<file path="src/rtl/sdram_axi_pkg.sv">
// Shared definitions for the SDRAM AXI4 path: AXI encodings, widths and the
// APB-to-AXI bridge state encoding.
package sdram_axi_pkg;

    localparam int AXI_LEN_W = 8;
    localparam int AXI_ID_W  = 4;

    localparam logic [1:0] BURST_INCR = 2'b01;
    localparam logic [1:0] RESP_OKAY  = 2'b00;

    typedef enum logic [2:0] {
        IDLE    = 3'd0,
        WR_REQ  = 3'd1,
        WR_RESP = 3'd2,
        RD_REQ  = 3'd3,
        RD_RESP = 3'd4,
        DONE    = 3'd5
    } state_t;

endpackage

</file>
<file path="src/rtl/sdram_apb2axi.sv">
// APB3/APB4 slave to AXI4 single-beat master bridge in front of the SDRAM
// controller; one APB transfer maps to one AXI transaction, one in flight.
module sdram_apb2axi
    import sdram_axi_pkg::*;
#(
    parameter logic [AXI_ID_W-1:0] AXI_ID    = 4'd0,
    parameter logic [31:0]         ADDR_MASK = 32'hFFFF_FFFF
) (
    input  logic        clk_i,
    input  logic        rst_ni,

    input  logic        psel_i,
    input  logic        penable_i,
    input  logic        pwrite_i,
    input  logic [31:0] paddr_i,
    input  logic [31:0] pwdata_i,
    input  logic [3:0]  pstrb_i,
    output logic        pready_o,
    output logic [31:0] prdata_o,
    output logic        pslverr_o,

    output logic        outport_awvalid_o,
    input  logic        outport_awready_i,
    output logic [31:0] outport_awaddr_o,
    output logic [3:0]  outport_awid_o,
    output logic [7:0]  outport_awlen_o,
    output logic [1:0]  outport_awburst_o,

    output logic        outport_wvalid_o,
    input  logic        outport_wready_i,
    output logic [31:0] outport_wdata_o,
    output logic [3:0]  outport_wstrb_o,
    output logic        outport_wlast_o,

    input  logic        outport_bvalid_i,
    output logic        outport_bready_o,
    input  logic [1:0]  outport_bresp_i,
    input  logic [3:0]  outport_bid_i,

    output logic        outport_arvalid_o,
    input  logic        outport_arready_i,
    output logic [31:0] outport_araddr_o,
    output logic [3:0]  outport_arid_o,
    output logic [7:0]  outport_arlen_o,
    output logic [1:0]  outport_arburst_o,

    input  logic        outport_rvalid_i,
    output logic        outport_rready_o,
    input  logic [31:0] outport_rdata_i,
    input  logic [1:0]  outport_rresp_i,
    input  logic [3:0]  outport_rid_i,
    input  logic        outport_rlast_i
);

    state_t      state_q, state_d;
    logic [31:0] addr_q;
    logic [31:0] wdata_q;
    logic [3:0]  wstrb_q;
    logic        aw_done_q;
    logic        w_done_q;
    logic        err_q;
    logic [31:0] prdata_q;

    logic accept;
    logic aw_hs;
    logic w_hs;

    // Response IDs are not checked: only one transaction is ever outstanding.
    logic unused_ids;
    assign unused_ids = ^{outport_bid_i, outport_rid_i};

    assign accept = (state_q == IDLE) && psel_i && penable_i;
    assign aw_hs  = outport_awvalid_o && outport_awready_i;
    assign w_hs   = outport_wvalid_o && outport_wready_i;

    // NOTE: every variable in always_comb gets a default first, so no path
    // leaves it unassigned and no latch is inferred.
    always_comb begin
        state_d = state_q;
        unique case (state_q)
            IDLE: begin
                if (accept) state_d = pwrite_i ? WR_REQ : RD_REQ;
            end
            WR_REQ: begin
                if ((aw_done_q || aw_hs) && (w_done_q || w_hs)) state_d = WR_RESP;
            end
            WR_RESP: begin
                if (outport_bvalid_i) state_d = DONE;
            end
            RD_REQ: begin
                if (outport_arready_i) state_d = RD_RESP;
            end
            RD_RESP: begin
                if (outport_rvalid_i) state_d = DONE;
            end
            DONE:    state_d = IDLE;
            default: state_d = IDLE;
        endcase
    end

    // NOTE: sequential state uses non-blocking assignments only, and the
    // reset is synchronous, so it is sampled inside the clocked block.
    always_ff @(posedge clk_i) begin
        if (!rst_ni) begin
            state_q   <= IDLE;
            addr_q    <= '0;
            wdata_q   <= '0;
            wstrb_q   <= '0;
            aw_done_q <= 1'b0;
            w_done_q  <= 1'b0;
            err_q     <= 1'b0;
            prdata_q  <= '0;
        end else begin
            state_q <= state_d;

            // Request fields change only here, so they stay stable while valid is high.
            if (accept) begin
                addr_q    <= paddr_i & ADDR_MASK;
                wdata_q   <= pwdata_i;
                wstrb_q   <= pstrb_i;
                aw_done_q <= 1'b0;
                w_done_q  <= 1'b0;
            end

            if (state_q == WR_REQ) begin
                if (aw_hs) aw_done_q <= 1'b1;
                if (w_hs)  w_done_q  <= 1'b1;
            end

            if (state_q == WR_RESP && outport_bvalid_i) begin
                err_q <= (outport_bresp_i != RESP_OKAY);
            end

            if (state_q == RD_RESP && outport_rvalid_i) begin
                prdata_q <= outport_rdata_i;
                err_q    <= (outport_rresp_i != RESP_OKAY) || !outport_rlast_i;
            end
        end
    end

    assign pready_o  = (state_q == DONE);
    assign pslverr_o = (state_q == DONE) && err_q;
    assign prdata_o  = prdata_q;

    // Each write channel drops its valid the cycle after its own handshake.
    assign outport_awvalid_o = (state_q == WR_REQ) && !aw_done_q;
    assign outport_awaddr_o  = addr_q;
    assign outport_awid_o    = AXI_ID;
    assign outport_awlen_o   = '0;
    assign outport_awburst_o = BURST_INCR;

    assign outport_wvalid_o  = (state_q == WR_REQ) && !w_done_q;
    assign outport_wdata_o   = wdata_q;
    assign outport_wstrb_o   = wstrb_q;
    assign outport_wlast_o   = 1'b1;

    assign outport_bready_o  = (state_q == WR_RESP);

    assign outport_arvalid_o = (state_q == RD_REQ);
    assign outport_araddr_o  = addr_q;
    assign outport_arid_o    = AXI_ID;
    assign outport_arlen_o   = '0;
    assign outport_arburst_o = BURST_INCR;

    assign outport_rready_o  = (state_q == RD_RESP);

endmodule

</file>
<file path="config.mk">
export PLATFORM = sky130hd
export DESIGN_NAME = sdram_apb2axi
export DESIGN_NICKNAME = d
export VERILOG_FILES = /design/src/rtl/sdram_axi_pkg.sv /design/src/rtl/sdram_apb2axi.sv
export SDC_FILE = /design/constraint.sdc
export NUM_CORES = 1
export LEC_CHECK = 0
export ABC_AREA = 1
export CAP_MARGIN = 20
export CORE_MARGIN = 2
export CORE_UTILIZATION = 35
export CTS_CLUSTER_DIAMETER = 40
export DETAILED_ROUTE_END_ITERATION = 8
export GPL_TIMING_DRIVEN = 0
export PLACE_DENSITY = 0.8
export RECOVER_POWER = 50
export SETUP_SLACK_MARGIN = 0.2
export SLEW_MARGIN = 5
export SYNTH_ARGS = -nofsm -noshare
export SYNTH_HDL_FRONTEND = slang
export SYNTH_SLANG_ARGS = --single-unit
</file>
<file path="constraint.sdc">
create_clock -name clk_i -period 2.51 [get_ports clk_i]
set_input_delay 0.502 -clock clk_i [delete_from_list [all_inputs] [get_ports clk_i]]
set_output_delay 0.502 -clock clk_i [all_outputs]
set_load 0.01 [all_outputs]
</file>
==> impl_metrics.toml, run 1 <==
[timing]
rsz0062_at_grt = "yes"
slew_viol_final = 0
relSlewSlack = 0.6526
max_freq_mhz = 441.8
hold_viol = 0
fin_ws_ps = 246.4
setup_viol = 0
whs_ps = 456.9
finalClockSkew_ps = 6.908
setup_tns_ps = 0
worst_pin_slew_ps = 519.2
post-route-period-util = 0.9018
period_minus_slack_ps = 2264

[logic_synthesis]
ys_seq_area_frac = 0.4864
synth_area_per_cell_um2 = 7.668
synth-seq-cells = 106
postSynthCellCount = 569
synth.distinct_cells = 24
mappedNetlistArea_mm2 = 0.004363
yosys_warnings = 0

[pwr]
total_power_mw = 5.984
p_leak_nw = 3.225
vdd_drop_max_v = 0.0005924
power_density_mw_per_mm2 = 795.2

[floorplanning]
coreArea_mm2 = 0.01211
fp-row-count = 40
die_x_um = 115.7
io_pins = 291
die_area_mm2 = 0.01337
initial_utilization = 0.3602
die_h_um = 115.7

[setup_path]
crit_family = "buffers and inverters"
crit_path_max_fanout = 10
required_ps = 2010
crit_path_end_kind = "output port"
worst_ep_arrival_time_ps = 1760
criticalPathCategory = "reg -> out"
crit_chain = "nor2_1 > nand2_1 > inv_1 > buf_4 > clkdlybuf4s50_1"
cp-start-kind = "register"
slowest_stage = "clkdlybuf4s50_1"
timing.critical_path.buf_inv = 3
cpPeakStageDelay_ps = 540

[clocking]
numCtsBuffers = 9
cts.reportedPaths.clkPinSlew_ps = 70
root_buffer = "clkbuf_16"
clock_latency_ps = 350
cts.sinks = 106
htree_num_levels = 3
cts_tree = "built"
clockBufferDepth = 2
postCtsHoldBufs = 0

[global_route]
grt_max_degree = 17
grt_pass1_wl_mm = 21.60
grt_util_all_layers = 0.2079
grt_overflow_total = 0
antenna_found_initial = 0
grt_pass1_vias = 4180

[placed_design]
place_congestion = 0.8293
port_buffers = 251
dpl-instance-area_mm2 = 0.007187
dp_worst_setup_slack_ps = 471.9
place_inst = 1015
hpwl_mm = 10.67

[layout]
mostFrequentLayoutCells = "233 x clkdlybuf4s50_1, 149 x nor2_1, 105 x dfxtp_1"
fin_cells = 1032
mostFrequentLayoutCell = "clkdlybuf4s50_1"
finish.utilization = 0.6213
n_fill_cell = 1062
drive_gt1_frac = 0.1146
syn_to_final_growth_pct = 72.47
n_antenna_cell = 0
stdcell_area_mm2 = 0.007525
fin_nets = 982

[route]
num_vias = 4521
drc = 0
routed_wl_mm = 13.97
vias_per_cell = 4.381
ant_nets = 0
wl_per_cell_um = 13.53
drt_iter0_drc = 233
drt_first_pass_iters = 4

[run_status]
status = "finished, final reports clean"

[min_path]
min_path_type = "reg -> reg"

[job]
maxCapViolCount = 0
metal layers:
layer  share of wire  vias up  track usage
met2            0.49      147       0.3431
met4           0.017        0      0.06111
li1                -     2317            -
met5               0        -            0
met1            0.42     2040       0.2537
met3           0.075       17      0.07897
sequential cells by signal, indices dropped and copies added, names as in the netlist:
name              count
prdata_o             32
aw_done_q             1
err_q                 1
outport_wstrb_o       4
state_q               3
w_done_q              1
outport_araddr_o     32
outport_wdata_o      32
worst reg2reg max path: cells and delay by family (launching register included):
kind,cells,cell delay (ps)
buffers and inverters,3,740
AND/OR/NAND/NOR,5,750
flip-flops,1,400
power breakdown:
part           total [mW]  internal, mW  leakage (nW)  switching (mW)
sequential           2.16          1.96         0.864           0.201
clock                1.65          1.03         0.169           0.621
combinational        2.17          1.16          2.19            1.01
total                5.98          4.15          3.23            1.83
worst paths after layout:
path	startpoint	to	slack, ps	depth (start not counted)
hold / removal	prdata_o[29]$_SDFFE_PN0P_	prdata_o[29]$_SDFFE_PN0P_	460	2
hold reg to reg	prdata_o[29]$_SDFFE_PN0P_	prdata_o[29]$_SDFFE_PN0P_	460	2
setup / recovery	state_q[1]$_SDFFE_PN0P_	outport_rready_o	250	5
setup reg to reg	state_q[1]$_SDFFE_PN0P_	outport_wdata_o[14]$_SDFFE_PN0P_	500	8
Yosys cell counts:
| cell type | count | share of area |
|---|---|---|
| inv_2 | 2 | 0.0017 |
| buf_2 | 15 | 0.017 |
| o21bai_1 | 1 | 0.0017 |
| clkbuf_1 | 12 | 0.010 |
| nand2_2 | 2 | 0.0029 |
| nand4_1 | 1 | 0.0014 |
| and2_1 | 1 | 0.0014 |
| nor2_2 | 1 | 0.0014 |
| inv_1 | 9 | 0.0077 |
| nor3_1 | 1 | 0.0011 |
| o211ai_1 | 1 | 0.0017 |
| dfxtp_1 | 106 | 0.49 |
| or2_2 | 1 | 0.0014 |
| nor2_1 | 148 | 0.13 |
| nand3_1 | 37 | 0.042 |
| o21ai_0 | 69 | 0.079 |
| conb_1 | 2 | 0.0017 |
| buf_4 | 65 | 0.11 |
| buf_6 | 3 | 0.0077 |
| nor2_4 | 2 | 0.0052 |
| a21oi_1 | 36 | 0.041 |
| clkbuf_2 | 1 | 0.0011 |
| clkinv_1 | 1 | 0.00086 |
| nand2_1 | 52 | 0.045 |
layout make-up:
| cell class | count | area [um2] | share of cell area |
|---|---|---|---|
| well taps | 168 | 210.2 | 0.02793 |
| flip-flops and latches | 106 | 2123 | 0.2822 |
| repair buffers | 252 | 2519 | 0.3347 |
| clock buffers | 12 | 256.5 | 0.03409 |
| multi-input cells | 382 | 1645 | 0.2187 |
| inverters | 12 | 45.04 | 0.005986 |
| clock inverters | 4 | 97.59 | 0.01297 |
| plain buffers | 96 | 628.1 | 0.08347 |
cells by family after synthesis:
kind of cell	after synthesis	synth area share
AND/OR/NAND/NOR	246	0.2294
flip-flops	106	0.4864
other	2	0.001721
AO/OA/AOI/OAI	107	0.1239
buffers and inverters	108	0.1586
timing repair:
action                     4_1_cts  5_1_grt
cloned                           0        0
resized for setup                2        3
buffers inserted                 1        0
setup endpoints to repair        2        6
Power figures use the tool's default switching activity.
==> run 2: changes to the inputs <==
CORE_ASPECT_RATIO = 2   (was default)
==> run 2 against run 1 <==
  * Combinational power about the same
  * Routed wire length increased by 5.0%
  * Clock skew increased by 6.8 ps
  * Via count increased by 1.3%
  * Count of clock-buffer cells in the layout decreased by 2
  * Sequential cell count unchanged
  * Highest routed layer unchanged
  * Register-to-register slack got worse by 70 ps
  * Total power decreased by 3.1%
==> impl_metrics.toml, run 2 (same netlist as run 1, synthesis figures left out) <==
[run_status]
status = "finished, final reports clean"

[clocking]
htree_num_levels = 3
clock_latency_ps = 350
postCtsHoldBufs = 0
cts_tree = "built"
clockBufferDepth = 2
cts.sinks = 106
cts.reportedPaths.clkPinSlew_ps = 70
numCtsBuffers = 9
root_buffer = "clkbuf_16"

[route]
drt_iter0_drc = 116
dr.max_layer_used = "met4"
drt_first_pass_iters = 4
wl_per_cell_um = 14.49
vias_per_cell = 4.526
num_vias = 4580
routed_wl_mm = 14.66
drc = 0
ant_nets = 0
wl_met1_mm = 5.283
wl_met2_mm = 7.894
wl_met3_um = 811

[layout]
n_antenna_cell = 0
mostFrequentLayoutCells = "214 x clkdlybuf4s50_1, 150 x nor2_1, 105 x dfxtp_1"
finish.utilization = 0.6158
fin_nets = 983
mostFrequentLayoutCell = "clkdlybuf4s50_1"
n_fill_cell = 1095
syn_to_final_growth_pct = 71.12
drive_gt1_frac = 0.1191

[setup_path]
cp_common_cell = "nor2_1"
crit_path_max_fanout = 10
cpPeakStageDelay_ps = 700
r2r_cells = 8
criticalPathCategory = "in -> reg"
crit_chain = "dlygate4sd3_1 > nand2_1 > nor2_1 > inv_2 > buf_6 > buf_6 > nor2_1 > nor2_1"
cp-start-kind = "input port"
worst_ep_arrival_time_ps = 2530
crit_path_end_kind = "register"
required_ps = 2740
timing.critical_path.buf_inv = 4
slowest_stage = "nor2_1"
cp.depth = 8
crit_family = "buffers and inverters"

[job]
maxCapViolCount = 0

[placed_design]
place_congestion = 0.8177
hpwl_mm = 11.64
port_buffers = 251

[floorplanning]
initial_utilization = 0.3599
io_pins = 291
die_area_mm2 = 0.01343
coreArea_mm2 = 0.01212
die_h_um = 161.9
fp-row-count = 57
die_x_um = 82.95

[timing]
finalClockSkew_ps = 13.74
hold_viol = 0
slew_viol_final = 0
post-route-period-util = 0.9164
worst_pin_slew_ps = 878.7
relSlewSlack = 0.4120
setup_tns_ps = 0
max_freq_mhz = 434.8
period_minus_slack_ps = 2300
rsz0062_at_grt = "yes"
setup_viol = 0

[min_path]
whs_path_depth = 2
min_path_type = "reg -> reg"

[global_route]
grt_util_all_layers = 0.2063
grt_pass1_vias = 4538
grt_overflow_total = 0
antenna_found_initial = 0
grt_max_degree = 19
grt_pass1_wl_mm = 22.27

[pwr]
p_leak_nw = 3.272
vdd_drop_max_v = 0.0003973
power_density_mw_per_mm2 = 777.0
-- run 2: report_power, final --
part,total (mW),switching [mW],internal (mW),leakage [nW]
registers,2.16,0.198,1.96,0.864
logic,2.18,1.02,1.16,2.26
clock network,1.46,0.670,0.790,0.149
total,5.80,1.89,3.91,3.27
-- run 2: metrics by stage --
step | total power [mW] | setup slack [ps] | hold WS [ps] | cells | cell area (um2)
after detailed placement | 4.413 | 349.9 | 451.7 | 994 | 7161
after global routing | 6.126 | 100.2 | 485.7 | 1012 | 7466
after global placement | 4.377 | 371.8 | 446.5 | 994 | 7161
after floorplan | 3.245 | 955.8 | 447.7 | 596 | 4464
final | 5.801 | 209.9 | 460.1 | 1012 | 7466
after CTS | 5.896 | 194.8 | 462.9 | 1010 | 7468
-- run 2: worst min-delay path, stage by stage, from the launching register on --
cell	delay (ps)
dfxtp_1	310
nand2_1	60
a21oi_1	50
-- run 2: timing repair --
action / 4_1_cts / 5_1_grt
buffers inserted: 0 / 2
setup endpoints to repair: 2 / 6
gates resized for setup: 3 / 4
-- run 2: layout make-up --
class	instances	area [um2]	share of cell area
timing repair buffer	253	2526	0.3384
sequential	106	2123	0.2844
multi-input combinational	382	1643	0.2200
buffer	96	640.6	0.08581
clock buffer	10	229.0	0.03067
tap	147	183.9	0.02464
clock inverter	6	72.57	0.009720
inverter	12	47.55	0.006368
-- run 2: layer usage --
layer,up-vias,track usage
li1,2312,-
met1,2017,0.2037
met2,208,0.3908
met3,43,0.04573
met4,0,0.1133
met5,-,0
-- run 2: final timing paths --
| check | slack [ps] | endpoint | start |
|---|---|---|---|
| hold reg to reg | 460 | prdata_o[21]$_SDFFE_PN0P_ | prdata_o[21]$_SDFFE_PN0P_ |
| setup / recovery | 210 | outport_wdata_o[22]$_SDFFE_PN0P_ | penable_i |
| hold / removal | 460 | prdata_o[21]$_SDFFE_PN0P_ | prdata_o[21]$_SDFFE_PN0P_ |
| setup reg to reg | 430 | outport_wdata_o[22]$_SDFFE_PN0P_ | state_q[1]$_SDFFE_PN0P_ |
==> run 3: changes to the inputs <==
CORE_ASPECT_RATIO = default   (was 2)
CORE_MARGIN = default   (was 2)
==> run 3 against run 2 <==
  * Sequential power barely moved
  * Global-route usage fell by 0.30 points
  * Utilization rose by 0.58 points
  * Final cell count rose by 1.9%
  * Die area fell by 3.8%
  * Sequential cell count did not move
  * Non-clock buffer count fell by 2
  * Largest power group is now registers
  * Clock skew fell by 5.8 ps
  * Clock power rose by 5%
  * Critical path depth fell by 3
  * Largest cell class unchanged
  * Register-to-register slack improved by 80 ps
  * Sequential share of layout area fell by 0.12 points
==> impl_metrics.toml, run 3 (same netlist as run 1, synthesis figures left out) <==
[run_status]
status = "finished, final reports clean"

[floorplanning]
fp-row-count = 40
coreArea_mm2 = 0.01206
die_x_um = 113.7
die_area_mm2 = 0.01292
die_h_um = 113.7
io_pins = 291
initial_utilization = 0.3617

[route]
routed_wl_mm = 13.44
wl_per_cell_um = 13.03
vias_per_cell = 4.347
drt_first_pass_iters = 4
ant_nets = 0
drc = 0
num_vias = 4482
drt_iter0_drc = 281

[clocking]
cts.reportedPaths.clkPinSlew_ps = 70
postCtsSetupRepairBufs = 0
clockBufferDepth = 2
numCtsBuffers = 9
postCtsHoldBufs = 0
root_buffer = "clkbuf_16"
clock_latency_ps = 340
htree_num_levels = 3
cts_tree = "built"
cts.sinks = 106

[setup_path]
criticalPathCategory = "reg -> out"
crit_family = "buffers and inverters"
crit_chain = "nor2_1 > nand2_1 > clkinvlp_2 > buf_4 > dlymetal6s2s_1"
timing.critical_path.buf_inv = 3
worst_ep_arrival_time_ps = 1760
cpPeakStageDelay_ps = 490
cp-start-kind = "register"
slowest_stage = "dfxtp_1"
crit_path_end_kind = "output port"
required_ps = 2010
crit_path_max_fanout = 10

[job]
maxCapViolCount = 0

[layout]
multi_input_comb_area_mm2 = 0.001643
syn_to_final_growth_pct = 71.84
fin_nets = 981
n_fill_cell = 1080
mostFrequentLayoutCells = "225 x clkdlybuf4s50_1, 150 x nor2_1, 105 x dfxtp_1"
n_antenna_cell = 0
drive_gt1_frac = 0.1124
fin_cells = 1031
regArea_mm2 = 0.002123
mostFrequentLayoutCell = "clkdlybuf4s50_1"

[timing]
slew_viol_final = 0
worst_pin_slew_ps = 626.5
setup_viol = 0
rsz0062_at_grt = "yes"
post-route-period-util = 0.9021
finalClockSkew_ps = 7.949
period_minus_slack_ps = 2264
setup_tns_ps = 0
max_freq_mhz = 441.6
hold_viol = 0
relSlewSlack = 0.5808

[pwr]
power_density_mw_per_mm2 = 780.2
p_leak_nw = 3.237
vdd_drop_max_v = 0.0004873

[global_route]
grt_util_all_layers = 0.2033
met1_usage = 0.2549
grt_overflow_total = 0
grt_max_degree = 19
grt_pass1_wl_mm = 20.70
gr-usage-met2 = 0.3321
grtUsageMet3 = 0.06376
grt-busiest-layer = "met2"
grt_pass1_vias = 4053
antenna_found_initial = 0

[min_path]
min_path_type = "reg -> reg"

[placed_design]
hpwl_mm = 10.36
place_congestion = 0.8516
port_buffers = 251
place_inst = 1015
run 3: changes by cell type in the layout (fill, tap and decap cells not counted), moves of 3 or more:
cell and change:
dlygate4sd3_1 -12, clkbuf_1 +3, buf_2 -4, clkdlybuf4s50_1 +11
run 3: worst reg2reg max path, cell delays in order, from the launching register on:
cell and delay [ps]:
dfxtp_1 360, inv_1 180, nand2_2 70, nor2_1 480, inv_1 270, clkbuf_1 310
nor2_1 160, nor2_1 60
run 3: power breakdown:
group	total [mW]	switching [mW]	internal, mW
logic	2.15	1.00	1.15
clock network	1.53	0.642	0.890
registers	2.16	0.201	1.96
total	5.85	1.85	4.00
run 3: final cells by class:
class | instances | area share
Timing Repair Buffer | 251 | 0.3358
Sequential cell | 106 | 0.2832
Multi-Input combinational cell | 382 | 0.2191
Buffer | 96 | 0.08428
Clock buffer | 10 | 0.03054
Tap cell | 168 | 0.02804
Clock inverter | 6 | 0.01285
Inverter | 12 | 0.006175
run 3: per-layer routing:
metal / part of all wire / vias to the layer above
met2: 0.49 / 150
met3: 0.070 / 20
li1: - / 2306
met4: 0.017 / 0
met1: 0.43 / 2006
met5: 0 / -
run 3: final timing paths:
kind	to	start	depth (start not counted)	slack (ps)
max reg2reg	outport_araddr_o[31]$_SDFFE_PN0P_	state_q[0]$_SDFFE_PN0P_	7	510
max	outport_rready_o	state_q[1]$_SDFFE_PN0P_	5	250
min reg2reg	prdata_o[28]$_SDFFE_PN0P_	prdata_o[28]$_SDFFE_PN0P_	2	460
min	prdata_o[28]$_SDFFE_PN0P_	prdata_o[28]$_SDFFE_PN0P_	2	460
run 3: per-stage QoR:
stage | hold slack (ps) | utilization | worst slack (ps) | cell area (um2) | total power [mW]
final | 457.8 | 0.6216 | 245.6 | 7497 | 5.849
after global routing | 475.7 | 0.6216 | 109.3 | 7497 | 6.189
after CTS | 461.3 | 0.6233 | 204.5 | 7518 | 5.950
after detailed placement | 450.1 | 0.5959 | 466.9 | 7187 | 4.392
after global placement | 446.6 | 0.5959 | 482.4 | 7187 | 4.362
after floorplan | 447.7 | - | 955.8 | 4464 | 3.245
run 3: what timing repair did:
item | 4_1_cts | 5_1_grt
pin swaps | 0 | 0
gates resized for setup | 3 | 4
setup endpoints to repair | 1 | 4
endpoints found under the hold margin | 0 | 0
